### src/rtl/serial_io_buffer.sv
// rtl/serial_io_buffer.sv - FIFO-buffered bridge between CPU MMIO path and the serial byte port.
// Optional internal TX->RX loopback when SERIAL_IO_LOOPBACK_EN is defined.
module serial_io_buffer #(
  parameter int DATA_W   = 8,
  parameter int TX_DEPTH = 16,
  parameter int RX_DEPTH = 8
) (
  input  logic                      clock,
  input  logic                      reset,
`ifdef SERIAL_IO_LOOPBACK_EN
  input  logic                      loopback,
`endif
  input  logic [DATA_W-1:0]         cpu_tx_data,
  input  logic                      cpu_tx_wr,
  output logic                      cpu_tx_full,
  output logic                      cpu_tx_overflow,
  output logic [$clog2(TX_DEPTH):0] cpu_tx_count,
  input  logic                      cpu_rx_rd,
  output logic [DATA_W-1:0]         cpu_rx_data,
  output logic                      cpu_rx_empty,
  output logic [$clog2(RX_DEPTH):0] cpu_rx_count,
  output logic [DATA_W-1:0]         serial_out,
  output logic                      serial_wren_out,
  input  logic                      serial_ready_in,
  input  logic [DATA_W-1:0]         serial_in,
  input  logic                      serial_valid_in,
  output logic                      serial_rden_out
);

  localparam int TAW = $clog2(TX_DEPTH);
  localparam int RAW = $clog2(RX_DEPTH);
  localparam logic [TAW:0] TX_FULL = (TAW+1)'(TX_DEPTH);
  localparam logic [RAW:0] RX_FULL = (RAW+1)'(RX_DEPTH);

  logic [DATA_W-1:0] tx_mem_q [TX_DEPTH];
  logic [TAW-1:0]    tx_wr_ptr_q, tx_wr_ptr_d, tx_rd_ptr_q, tx_rd_ptr_d;
  logic [TAW:0]      tx_count_q, tx_count_d;
  logic              tx_ovf_q, tx_ovf_d;
  logic [DATA_W-1:0] serial_out_q, serial_out_d;
  logic              serial_wren_q, serial_wren_d;

  logic [DATA_W-1:0] rx_mem_q [RX_DEPTH];
  logic [RAW-1:0]    rx_wr_ptr_q, rx_wr_ptr_d, rx_rd_ptr_q, rx_rd_ptr_d;
  logic [RAW:0]      rx_count_q, rx_count_d;

  logic              lb, rx_space, tx_push, tx_pop, rx_push, rx_pop, rx_ext;
  logic [DATA_W-1:0] tx_head, rx_wdata;

  always_comb begin
`ifdef SERIAL_IO_LOOPBACK_EN
    lb = loopback;
`else
    lb = 1'b0;
`endif
    tx_head  = tx_mem_q[tx_rd_ptr_q];
    rx_space = (rx_count_q != RX_FULL);
    // Full is judged on the pre-edge count, so a push while full drops even if a pop frees a slot.
    tx_push  = cpu_tx_wr && (tx_count_q != TX_FULL);
    tx_pop   = (tx_count_q != '0) && (lb ? rx_space : serial_ready_in);
    rx_ext   = !lb && serial_valid_in && rx_space;
    rx_push  = rx_ext || (lb && tx_pop);
    rx_pop   = cpu_rx_rd && (rx_count_q != '0);
    rx_wdata = lb ? tx_head : serial_in;

    tx_wr_ptr_d   = tx_push ? tx_wr_ptr_q + TAW'(1) : tx_wr_ptr_q;
    tx_rd_ptr_d   = tx_pop  ? tx_rd_ptr_q + TAW'(1) : tx_rd_ptr_q;
    tx_count_d    = tx_count_q + {{TAW{1'b0}}, tx_push} - {{TAW{1'b0}}, tx_pop};
    tx_ovf_d      = tx_ovf_q || (cpu_tx_wr && (tx_count_q == TX_FULL));
    serial_wren_d = tx_pop && !lb;
    serial_out_d  = serial_wren_d ? tx_head : serial_out_q;

    rx_wr_ptr_d = rx_push ? rx_wr_ptr_q + RAW'(1) : rx_wr_ptr_q;
    rx_rd_ptr_d = rx_pop  ? rx_rd_ptr_q + RAW'(1) : rx_rd_ptr_q;
    rx_count_d  = rx_count_q + {{RAW{1'b0}}, rx_push} - {{RAW{1'b0}}, rx_pop};
  end

  always_ff @(posedge clock) begin
    if (reset) begin
      tx_wr_ptr_q   <= '0;
      tx_rd_ptr_q   <= '0;
      tx_count_q    <= '0;
      tx_ovf_q      <= 1'b0;
      serial_out_q  <= '0;
      serial_wren_q <= 1'b0;
      rx_wr_ptr_q   <= '0;
      rx_rd_ptr_q   <= '0;
      rx_count_q    <= '0;
    end else begin
      tx_wr_ptr_q   <= tx_wr_ptr_d;
      tx_rd_ptr_q   <= tx_rd_ptr_d;
      tx_count_q    <= tx_count_d;
      tx_ovf_q      <= tx_ovf_d;
      serial_out_q  <= serial_out_d;
      serial_wren_q <= serial_wren_d;
      rx_wr_ptr_q   <= rx_wr_ptr_d;
      rx_rd_ptr_q   <= rx_rd_ptr_d;
      rx_count_q    <= rx_count_d;
    end
  end

  // Storage arrays are not reset; occupancy counts alone decide what is valid.
  always_ff @(posedge clock) begin
    if (!reset && tx_push) tx_mem_q[tx_wr_ptr_q] <= cpu_tx_data;
    if (!reset && rx_push) rx_mem_q[rx_wr_ptr_q] <= rx_wdata;
  end

  assign cpu_tx_full     = (tx_count_q == TX_FULL);
  assign cpu_tx_overflow = tx_ovf_q;
  assign cpu_tx_count    = tx_count_q;
  assign cpu_rx_empty    = (rx_count_q == '0);
  assign cpu_rx_count    = rx_count_q;
  assign cpu_rx_data     = cpu_rx_empty ? '0 : rx_mem_q[rx_rd_ptr_q];
  assign serial_out      = serial_out_q;
  assign serial_wren_out = serial_wren_q;
  assign serial_rden_out = rx_ext;

endmodule

### config.mk
export PLATFORM = sky130hd
export DESIGN_NAME = serial_io_buffer
export DESIGN_NICKNAME = d
export VERILOG_FILES = /design/src/rtl/serial_io_buffer.sv
export SDC_FILE = /design/constraint.sdc
export NUM_CORES = 1
export LEC_CHECK = 0
export ABC_AREA = 1
export CORE_MARGIN = 5
export CORE_UTILIZATION = 29
export CTS_BUF_LIST = sky130_fd_sc_hd__clkbuf_4 sky130_fd_sc_hd__clkbuf_8
export DETAILED_ROUTE_END_ITERATION = 6
export PLACE_DENSITY = 0.52
export SLEW_MARGIN = 5
export SYNTH_ARGS = -nofsm -noshare
export SYNTH_HDL_FRONTEND = slang
export SYNTH_SLANG_ARGS = --single-unit
### constraint.sdc
create_clock -name clock -period 2.2 [get_ports clock]
set_input_delay 0.44 -clock clock [delete_from_list [all_inputs] [get_ports clock]]
set_output_delay 0.44 -clock clock [all_outputs]
set_load 0.01 [all_outputs]
==> results of run 1 <==
[through the flow]
step                power [mW]   util  area [sq um]
finish                    13.2  0.366         12200
global route              14.1  0.366         12200
CTS                       13.2  0.362         12000
detailed placement        9.07  0.333         11100
global placement          9.03  0.333         11100
floorplan                 7.50      -          9760
[sequential cells by signal, indices dropped and copies added (netlist names), 3 cells and up, named ones only]
signal	flops
tx_wr_ptr_q	4
cpu_tx_count	5
rx_wr_ptr_q	3
serial_out	8
rx_mem_q	64
tx_mem_q	128
cpu_rx_count	4
tx_rd_ptr_q	4
rx_rd_ptr_q	3
[worst max-delay path by stage]
stage / end / slack [ns] / depth (start not counted)
3_5_place_dp: cpu_tx_count[4]$_SDFF_PP0_ / -0.20 / 10
6_report: cpu_rx_data[6] / -0.05 / 8
4_1_cts: cpu_rx_data[7] / -0.11 / 9
5_1_grt: cpu_rx_data[4] / -0.19 / 8
3_3_place_gp: cpu_tx_count[4]$_SDFF_PP0_ / -0.20 / 10
2_1_floorplan: cpu_tx_count[4]$_SDFF_PP0_ / -0.01 / 14
[cells in the final DEF (no fill, tap or decap), drive strengths merged]
| cell type | instances |
|---|---|
| clkbuf | 62 |
| nor3 | 8 |
| xnor2 | 1 |
| ha | 19 |
| diode | 1 |
| clkdlybuf4s50 | 40 |
| nand4 | 3 |
| mux2i | 8 |
| edfxtp | 192 |
| o22ai | 8 |
| clkinv | 9 |
| o21bai | 1 |
| dfxtp | 36 |
| a21oi | 19 |
| inv | 117 |
| buf | 79 |
| xor2 | 3 |
| nand3 | 97 |
| o21ai | 52 |
| nor2 | 94 |
| fa | 2 |
| nand2 | 230 |
| bufinv | 1 |
| dlygate4sd2 | 2 |
| clkinvlp | 1 |
[power breakdown]
group,switching [mW],internal [mW],total [mW]
clock network,1.71,2.23,3.93
logic,2.34,1.79,4.13
registers,0.199,4.97,5.17
[layer usage]
metal	up-vias	track usage	share of wire
met5	-	0	0
met4	0	0.0428	0.020
met3	35	0.0226	0.033
met2	114	0.226	0.51
met1	3179	0.156	0.44
li1	3343	-	-
[logic make-up (layout without fill, tap and decap cells)]
kind of cell | after synthesis | after routing | synth area share
AO/OA/AOI/OAI | 80 | 80 | 0.0426
XOR/XNOR | 4 | 4 | 0.00361
adder cells (fa/ha/maj) | 21 | 21 | 0.0286
buffers and inverters | 156 | 311 | 0.0667
flip-flops | 228 | 228 | 0.669
multiplexers | 8 | 8 | 0.00826
other | 0 | 1 | 0
AND/OR/NAND/NOR | 432 | 432 | 0.182
[critical path, cell delays in order (launching register included)]
cell and delay, ns:
dfxtp_4 0.40, buf_6 0.13, inv_8 0.04, buf_8 0.14, o21ai_4 0.14, o21ai_2 0.08
o21ai_1 0.14, nor2_1 0.06, buf_2 0.14
[cell type report]
type,count,area [sq um]
Clock buffer,60,719
Tap cell,448,561
Multi-Input combinational cell,545,2690
Clock inverter,13,97.6
Timing Repair Buffer,123,1170
Inverter,115,444
Sequential cell,228,6500
Fill cell,3361,21100
Antenna cell,1,2.50
[what timing repair did]
action                                  CTS  global route
endpoints found under the setup margin   12            13
cloned                                    2             2
pin swaps                                 9            18
gates resized for setup                  64            25
endpoints found under the hold margin     0             0
buffers inserted                          7             5
==> impl_metrics.toml, run 1 <==
[global_routing]
grt-ovfl-total = 0
grt_start_max_net_pins = 65
antenna_violations_before_repair = 1
global_route_wire_length_before_repair_um = 36400
grt_pass1_vias = 6598
grt.total_usage = 0.127

[hold_path]
min_delay_path_depth = 2
hp-class = "reg -> reg"
timing.hold.worst_endpoint = "cpu_tx_overflow$_SDFF_PP0_"
hold_path.startpoint = "cpu_tx_overflow$_SDFF_PP0_"

[timing]
final_hold_viol_count = 0
max_slew.worst_pin.slew_ns = 0.640
max_slew_margin = 0.572
worst_clock_skew_ns = 0.0316
worst_hold_slack_ns = 0.454
final-setup-viol-count = 8
timing.fmax_ghz = 0.444
final.min_clock_period_ns = 2.25
final_min_period_over_clock_period = 1.02
slew_violations = 0
unrepaired_setup_endpoints_after_global_routing = "yes"
setup_slack_ns = -0.0536
timing.setup.tns_ns = -0.239

[setup_path]
max_fo_critical_path = 9
crit-reg2reg-launch = "cpu_rx_count[3]$_SDFF_PP0_"
reg2regPathDepth = 12
critPathRequiredTime_ns = 1.76
reg_to_reg_critical_path_endpoint = "cpu_rx_count[1]$_SDFF_PP0_"
regToRegSetupSlack_ns = 0.08
crit_arrival_ns = 1.81
start_kind = "flip-flop"
crit_path_category = "reg -> out"
setup.worst_path.end_class = "output port"

[yosys]
post_synth_edffs = 192
synth-async-reset-ratio = 0
postSynthCellCount = 929
yosysSeqAreaShare = 0.669
synthMostInstantiatedCell = "nand2_1"
synth_flop_cell = "edfxtp_1"
synth_top_area_cell = "edfxtp_1"
synth-warning-count = 0
synthesis.nets = 972
proportion_of_netlist_area_held_by_the_largest_area_contributor = 0.594
syn-mean-instance-area_sq_um = 10.4
synth_area_sq_um = 9700
ys_seq_elements = 228
synth.lib_cells_used.distinct = 24
synth.area.top_cells = "edfxtp_1 (59%), nand2_1 (8.9%), dfxtp_1 (7.4%)"
synth.cells.most_frequent = "nand2_1 (230), edfxtp_1 (192), inv_1 (100), nand3_1 (97), nor2_1 (94)"

[clock_network]
cts.sinks = 228
numCtsBuffers = 40
clk_path_buf_depth = 3
cts-htree-levels = 2
worstSkewPairLatency_ns = 0.55
tritoncts = "yes"
cts-hold-fix-buffers = 0
clockRootBuffer = "clkbuf_8"
cts.clk_slew.worst_paths_ns = 0.06

[cells_and_area]
final_net_count = 1096
areaGrowthSynthToFinish_pct = 25.6
layoutNonFillerInstCount = 1533
post_route_cells_drive_above_1_share = 0.185

[floorplan]
core_area_sq_um = 33300
std_cell_rows = 67
die_height_um = 193
num_io_pins = 52
die_area_sq_um = 37200
chipWidth_um = 193
initial_core_util = 0.291

[placed_design]
numPlacedInstances = 1444
dp.final_hpwl_um = 14300
routability_cong = 0.768
io_buffer_count = 51
dp_worst_setup_slack_ns = -0.201

[routing]
post_drt_wl_per_cell_um = 15.5
detail_route.vias_per_cell = 4.35
routed-via-count = 6671
drtPass1Iterations = 5
drc_errors = 0
route.final.wire_length_um = 23800
postRouteAntennaNets = 0
drt_iter0_markers = 323

[power]
power_density_nw_per_um2 = 1090
power.static_leakage_nw = 4.88
vdd_drop_max_uv = 479

[outcome]
failing_checks = "negative setup slack"
status = "finished, violations left"

[run]
max-cap-violations = 0
(Power assumes the default switching activity.)
==> run 2: changes to the inputs <==
--- a/config.mk
+++ b/config.mk
@@ -11,7 +11,7 @@
 export CTS_BUF_LIST = sky130_fd_sc_hd__clkbuf_4 sky130_fd_sc_hd__clkbuf_8
 export DETAILED_ROUTE_END_ITERATION = 6
 export PLACE_DENSITY = 0.52
-export SLEW_MARGIN = 5
+export SLEW_MARGIN = 20
 export SYNTH_ARGS = -nofsm -noshare
 export SYNTH_HDL_FRONTEND = slang
 export SYNTH_SLANG_ARGS = --single-unit
==> results of run 2 <==
Final layout, timing and power as in run 1 (identical DEF).
